<file path="config.mk">
export PLATFORM = sky130hd
export DESIGN_NAME = frog_ctrl
export DESIGN_NICKNAME = d
export VERILOG_FILES = /design/src/rtl/frogger_pkg.sv /design/src/rtl/btn_edge.sv /design/src/rtl/frog_ctrl.sv
export SDC_FILE = /design/constraint.sdc
export NUM_CORES = 1
export LEC_CHECK = 0
export ABC_AREA = 0
export CORE_MARGIN = 5
export CORE_UTILIZATION = 52
export DETAILED_ROUTE_END_ITERATION = 10
export HOLD_SLACK_MARGIN = 0.15
export PLACE_DENSITY = 0.85
export SLEW_MARGIN = 40
export SYNTH_ARGS = -nofsm -noshare
export SYNTH_HDL_FRONTEND = slang
export SYNTH_SLANG_ARGS = --single-unit
</file>
<file path="constraint.sdc">
create_clock -name clk -period 3.3 [get_ports clk]
set_input_delay 0.495 -clock clk [delete_from_list [all_inputs] [get_ports clk]]
set_output_delay 0.495 -clock clk [all_outputs]
set_load 0.05 [all_outputs]
</file>
<file path="src/rtl/frogger_pkg.sv">
// frogger_pkg: definitions shared by the frog controller and its helpers.
//   frog_state_t : controller FSM states
//   GRID_W       : number of columns in a lane row
//   LIVES_INIT   : lives after reset
//   col_onehot() : one-hot row image for a column index
package frogger_pkg;

    localparam int unsigned GRID_W     = 16;
    localparam int unsigned LIVES_INIT = 3;

    typedef enum logic [1:0] {
        PLAY   = 2'd0,
        FREEZE = 2'd1,
        WIN    = 2'd2,
        OVER   = 2'd3
    } frog_state_t;

    function automatic logic [GRID_W-1:0] col_onehot(input logic [3:0] col);
        logic [GRID_W-1:0] img;
        img      = '0;
        img[col] = 1'b1;
        return img;
    endfunction

endpackage

</file>
<file path="src/rtl/btn_edge.sv">
// btn_edge: registered rising-edge detector for one synchronised key level.
//   clk   : system clock
//   reset : asynchronous, active-low reset
//   key   : key level, active-high
//   pulse : one-cycle registered pulse per rising edge of key
module btn_edge (
    input  logic clk,
    input  logic reset,
    input  logic key,
    output logic pulse
);

    logic prev;
    logic armed;

    // armed stays low for the first cycle after reset so that a key already
    // held while reset is released is absorbed into prev instead of being
    // reported as an edge.
    always_ff @(posedge clk or negedge reset) begin
        if (!reset) begin
            prev  <= 1'b0;
            armed <= 1'b0;
            pulse <= 1'b0;
        end else begin
            prev  <= key;
            armed <= 1'b1;
            pulse <= armed & key & ~prev;
        end
    end

endmodule

</file>
<file path="src/rtl/frog_ctrl.sv">
// frog_ctrl: frog position, lives and game-state controller.
//   clk         : system clock, rising edge
//   reset       : asynchronous, active-low reset
//   up/down/left/right : synchronised key levels, active-high
//   lane_pixels : car pixels of the row at frog_row (bit i = column i)
//   frog_row    : current row, 0 = goal, 15 = start
//   frog_col    : current column
//   frog_pixels : one-hot image of the frog column, zero in OVER
//   lives       : remaining lives
//   crash       : one-cycle pulse per collision
//   hit         : high in OVER
//   win         : high in WIN
module frog_ctrl
    import frogger_pkg::*;
#(
    parameter int unsigned HOLD_WIDTH = 10,
    parameter int unsigned START_ROW  = 15,
    parameter int unsigned START_COL  = 7
) (
    input  logic              clk,
    input  logic              reset,
    input  logic              up,
    input  logic              down,
    input  logic              left,
    input  logic              right,
    input  logic [GRID_W-1:0] lane_pixels,
    output logic [3:0]        frog_row,
    output logic [3:0]        frog_col,
    output logic [GRID_W-1:0] frog_pixels,
    output logic [1:0]        lives,
    output logic              crash,
    output logic              hit,
    output logic              win
);

    localparam logic [3:0] ROW0  = 4'(START_ROW);
    localparam logic [3:0] COL0  = 4'(START_COL);
    localparam logic [1:0] LIVES0 = 2'(LIVES_INIT);

    logic up_p, down_p, left_p, right_p;

    btn_edge u_edge_up    (.clk(clk), .reset(reset), .key(up),    .pulse(up_p));
    btn_edge u_edge_down  (.clk(clk), .reset(reset), .key(down),  .pulse(down_p));
    btn_edge u_edge_left  (.clk(clk), .reset(reset), .key(left),  .pulse(left_p));
    btn_edge u_edge_right (.clk(clk), .reset(reset), .key(right), .pulse(right_p));

    frog_state_t           state_q, state_n;
    logic [3:0]            row_q, row_n;
    logic [3:0]            col_q, col_n;
    logic [1:0]            lives_q, lives_n;
    logic [HOLD_WIDTH-1:0] cnt_q, cnt_n;
    logic                  crash_q, crash_n;
    logic                  hit_q, hit_n;
    logic                  win_q, win_n;
    logic [GRID_W-1:0]     pix_q, pix_n;

    always_ff @(posedge clk or negedge reset) begin
        if (!reset) begin
            state_q <= PLAY;
            row_q   <= ROW0;
            col_q   <= COL0;
            lives_q <= LIVES0;
            cnt_q   <= '0;
            crash_q <= 1'b0;
            hit_q   <= 1'b0;
            win_q   <= 1'b0;
            pix_q   <= col_onehot(COL0);
        end else begin
            state_q <= state_n;
            row_q   <= row_n;
            col_q   <= col_n;
            lives_q <= lives_n;
            cnt_q   <= cnt_n;
            crash_q <= crash_n;
            hit_q   <= hit_n;
            win_q   <= win_n;
            pix_q   <= pix_n;
        end
    end

    always_comb begin
        state_n = state_q;
        row_n   = row_q;
        col_n   = col_q;
        lives_n = lives_q;
        cnt_n   = cnt_q;
        crash_n = 1'b0;
        hit_n   = hit_q;
        win_n   = win_q;

        unique case (state_q)
            PLAY: begin
                // Collision outranks reaching the goal, which outranks a move.
                if (lane_pixels[col_q]) begin
                    state_n = FREEZE;
                    crash_n = 1'b1;
                    cnt_n   = '0;
                    if (lives_q != 2'd0) begin
                        lives_n = lives_q - 1'b1;
                    end
                end else if (row_q == 4'd0) begin
                    state_n = WIN;
                    win_n   = 1'b1;
                end else if (up_p) begin
                    if (row_q != 4'd0) row_n = row_q - 1'b1;
                end else if (down_p) begin
                    if (row_q != 4'd15) row_n = row_q + 1'b1;
                end else if (left_p) begin
                    if (col_q != 4'd0) col_n = col_q - 1'b1;
                end else if (right_p) begin
                    if (col_q != 4'd15) col_n = col_q + 1'b1;
                end
            end
            FREEZE: begin
                cnt_n = cnt_q + 1'b1;
                if (cnt_q == '1) begin
                    if (lives_q == 2'd0) begin
                        state_n = OVER;
                        hit_n   = 1'b1;
                    end else begin
                        state_n = PLAY;
                        row_n   = ROW0;
                        col_n   = COL0;
                    end
                end
            end
            WIN, OVER: begin
            end
            default: begin
            end
        endcase

        pix_n = (state_n == OVER) ? '0 : col_onehot(col_n);
    end

    assign frog_row    = row_q;
    assign frog_col    = col_q;
    assign frog_pixels = pix_q;
    assign lives       = lives_q;
    assign crash       = crash_q;
    assign hit         = hit_q;
    assign win         = win_q;

endmodule

</file>
==> run summary <==
In this run, synthesis produced a sequential element count of 50. Once detailed placement completed, the half-perimeter wirelength came to 4000 um. The total clock buffers created by CTS is 5. The number of distinct standard cells referenced by the synthesized netlist came out at 58. At the later pin of the worst-skew pair, clock insertion delay measures 300 ps. The setup slack on the worst flop-to-flop path is 390 ps. The number of DRC markers in iteration 0 is 168. The count of final setup violators came out at 0. In the routed layout, each cell is associated on average with a via count of 5.60.

The final critical-path share of the clock period is 88.3%. The most frequently used flop master after synthesis is sky130_fd_sc_hd__dfrtp_1. The clock slew seen by the registers of the worst setup and hold paths is 90 ps. The number of buffers between clock root and the deepest sink came out at 2. Global routing consumed, over all layers together, 18.2% of the routing resources. From synthesis to final layout, the design area changed by 24.4%.

Among all cell types in the netlist, the one instantiated most often is sky130_fd_sc_hd__dfrtp_1. The number of top-level pins is 51. The synthesized design devotes to its leading area cell type 37.7% of total area.

The cell count after synthesis came out at 250. The tree built by TritonCTS fans out to 50 sinks. The leakage power summed over all cells is 1.38 nW. Of all flip-flops after synthesis, the portion carrying an async set or reset was 100%. The post-detailed-route count of antenna-violating nets is 0.

The final critical path time including I/O delays and setup came out at 2910 ps. The number of max-slew violations in the final report came out at 0. The number of global-route vias before repair is 2,052. The area of placed instances came out at 3200 um^2. After detailed routing, the number of remaining DRC violations is 0. After synthesis, the cell types taking the most area are sky130_fd_sc_hd__dfrtp_1 (38%), sky130_fd_sc_hd__dfstp_2 (9.9%), sky130_fd_sc_hd__mux2i_1 (3.8%).

The number of antenna violations at the first check in global routing came to 0. The starting density of the core is 52.6%. The net count of the finished layout is 329. sky130_fd_sc_hd__dfrtp_1 takes more of the synthesized area than any other cell. The final global-route overflow total came out at 0. Power spread over the standard cell area amounts to 323 nW/um^2. Dividing the detail-routed wire length by the instance count gives 14.6 um. The number of H-tree levels came out at 2. The worst endpoint data arrival time is 3110 ps. The site row count came out at 26. The mapped netlist covers 2650 um^2.

The area inside the core boundary came out at 5040 um^2. The sum of routed wire length over all layers came out at 5410 um. The worst-margin pin slew came out at 669 ps. The flow ran to the end, and the final reports show no timing, DRC or antenna violations. The largest net degree at the start of global routing came out at 51. In the final timing run, aggregate negative setup slack is 0 ps. Synthesis produced a netlist with a net count of 279. The synthesized area per cell came out at 10.6 um^2. The number of instances resized during post-cts repair came out at 0. The type of the worst setup path is reg -> reg.

The largest clock skew in the final design came out at 7.52 ps. The number of hold violations in the final report is 0. The maximum fanout encountered on the critical timing path is 15. The routability-driven placement congestion ratio is 0.850.

The synthesis warning total is 0. The filler cell count came out at 402. The largest vdd supply drop came out at 0.257 mV.

The number of hold buffers added after CTS was 0. The data required time at the worst endpoint came out at 3490 ps. Measured against its own limit, the worst slew margin works out to 54.8%. The width of the die came out at 81.4 um.

The type of element capturing the critical path is a flop. The die outline area is 6630 um^2. The type of the most critical hold path is in -> async. Counting instances in the post-synthesis netlist gives the leading cell types as sky130_fd_sc_hd__dfrtp_1 (40), sky130_fd_sc_hd__nor2_1 (26), sky130_fd_sc_hd__nand2_1 (17). The pre-antenna-repair detailed-routing pass consisted of 4 iterations. The share of synthesized area occupied by flip-flops and latches came out at 47.6%. The first-pass GRT wire length came out at 9430 um.

The die boundary height is 81.4 um. After routing the design area is 3300 um^2. The upper clock frequency limit came out at 0.343 GHz. The CTS tree is yes. In this run, synthesis inferred 0 flip-flops with an integrated enable. The cell at the root of the clock tree is sky130_fd_sc_hd__clkbuf_8. The number of buffers inserted to repair setup after CTS is 0. The fraction of layout instances using a drive strength above 1 came out at 14.3%.

Max-cap violations in this run came to 0. Input and output buffers added on the ports amount to 50. Setup repair after global routing left no endpoint under its margin.

The number of antenna diodes came out at 0. The sort of element at the start of the critical path is a flop. The routed layout has 2,079 vias.
## report_power, final
part	switching [W]	leakage [nW]	internal, W
clock network	0.000204	0.0478	0.000173
registers	0.00000376	0.613	0.000618
logic	0.0000334	0.722	0.0000353
total	0.000241	1.38	0.000826
## cell type report
| cell class | count | area [um^2] | area share (%) |
|---|---|---|---|
| Multi-Input combinational cell | 182 | 1310 | 39.7 |
| Sequential cell | 50 | 1260 | 38.3 |
| Timing Repair Buffer | 50 | 498 | 15.1 |
| Tap cell | 70 | 87.6 | 2.65 |
| Clock buffer | 6 | 82.6 | 2.50 |
| Inverter | 11 | 41.3 | 1.25 |
| Clock inverter | 2 | 16.3 | 0.493 |
## path summary, 6_finish.rpt
path | from | end | depth (start not counted)
setup / recovery | frog_col[1] | frog_pixels[7] | 6
hold / removal | reset | u_edge_left.prev | 1
setup reg to reg | frog_col[1] | frog_pixels[7] | 6
hold reg to reg | u_edge_up.prev | u_edge_up.pulse | 1
max in group asynchronous | reset | frog_col[3] | 1
min in group clk | u_edge_up.prev | u_edge_up.pulse | 1
## cell families after synthesis
kind of cell | share of synthesized area, %
compound gates | 18.3
buf+inv | 2.92
xor+xnor | 1.98
other cells | 0.141
mux | 7.55
flops | 47.6
fa+ha+maj | 3.58
simple gates | 17.8
## cell usage in the layout, fill, tap and decap left out, types with 5 or more instances in the layout
cell,instances
sky130_fd_sc_hd__clkdlybuf4s50_1,49
sky130_fd_sc_hd__dfrtp_1,40
sky130_fd_sc_hd__nor2_1,26
sky130_fd_sc_hd__nand2_1,17
sky130_fd_sc_hd__inv_1,11
sky130_fd_sc_hd__mux2i_1,10
sky130_fd_sc_hd__dfstp_2,10
sky130_fd_sc_hd__nand3_1,9
sky130_fd_sc_hd__a21oi_1,9
sky130_fd_sc_hd__a211oi_1,8
sky130_fd_sc_hd__nor4_1,8
sky130_fd_sc_hd__o21ai_0,7
sky130_fd_sc_hd__xnor2_1,6
sky130_fd_sc_hd__ha_1,6
sky130_fd_sc_hd__clkbuf_8,6
sky130_fd_sc_hd__and3_1,5
## stage by stage
step	total power (W)	hold slack [ps]	setup slack (ps)	cells	util, %
after floorplan	0.000660	199	522	250	-
after global placement	0.000700	381	429	363	63.4
after detailed placement	0.000703	388	333	363	63.5
after CTS	0.00108	221	380	371	65.5
after global routing	0.00112	244	229	371	65.5
final	0.00107	201	385	371	65.5
## sequential cells by signal, summed over array words and instances, names as in the netlist, 2 cells and up
register and count:
state_q 2, lives 2, frog_pixels 16, cnt_q 10, frog_col 4, frog_row 4
## routing by layer
layer	wire length [um]	vias up	global-route usage (%)	share of wire (%)
met2	2620	74	30.5	48
li1	-	1017	-	-
met4	78	0	5.41	1.4
met1	2350	979	23.9	43
met5	0	-	0	0
met3	357	9	3.62	6.6
## worst max-delay path: stages (launching register included)
cell and delay, ps:
sky130_fd_sc_hd__dfstp_2 750, sky130_fd_sc_hd__mux2_2 390, sky130_fd_sc_hd__mux4_2 540, sky130_fd_sc_hd__a221oi_2 270, sky130_fd_sc_hd__a211oi_1 190, sky130_fd_sc_hd__nand4bb_1 330
sky130_fd_sc_hd__nor4_1 350
(Power assumes the default switching activity.)
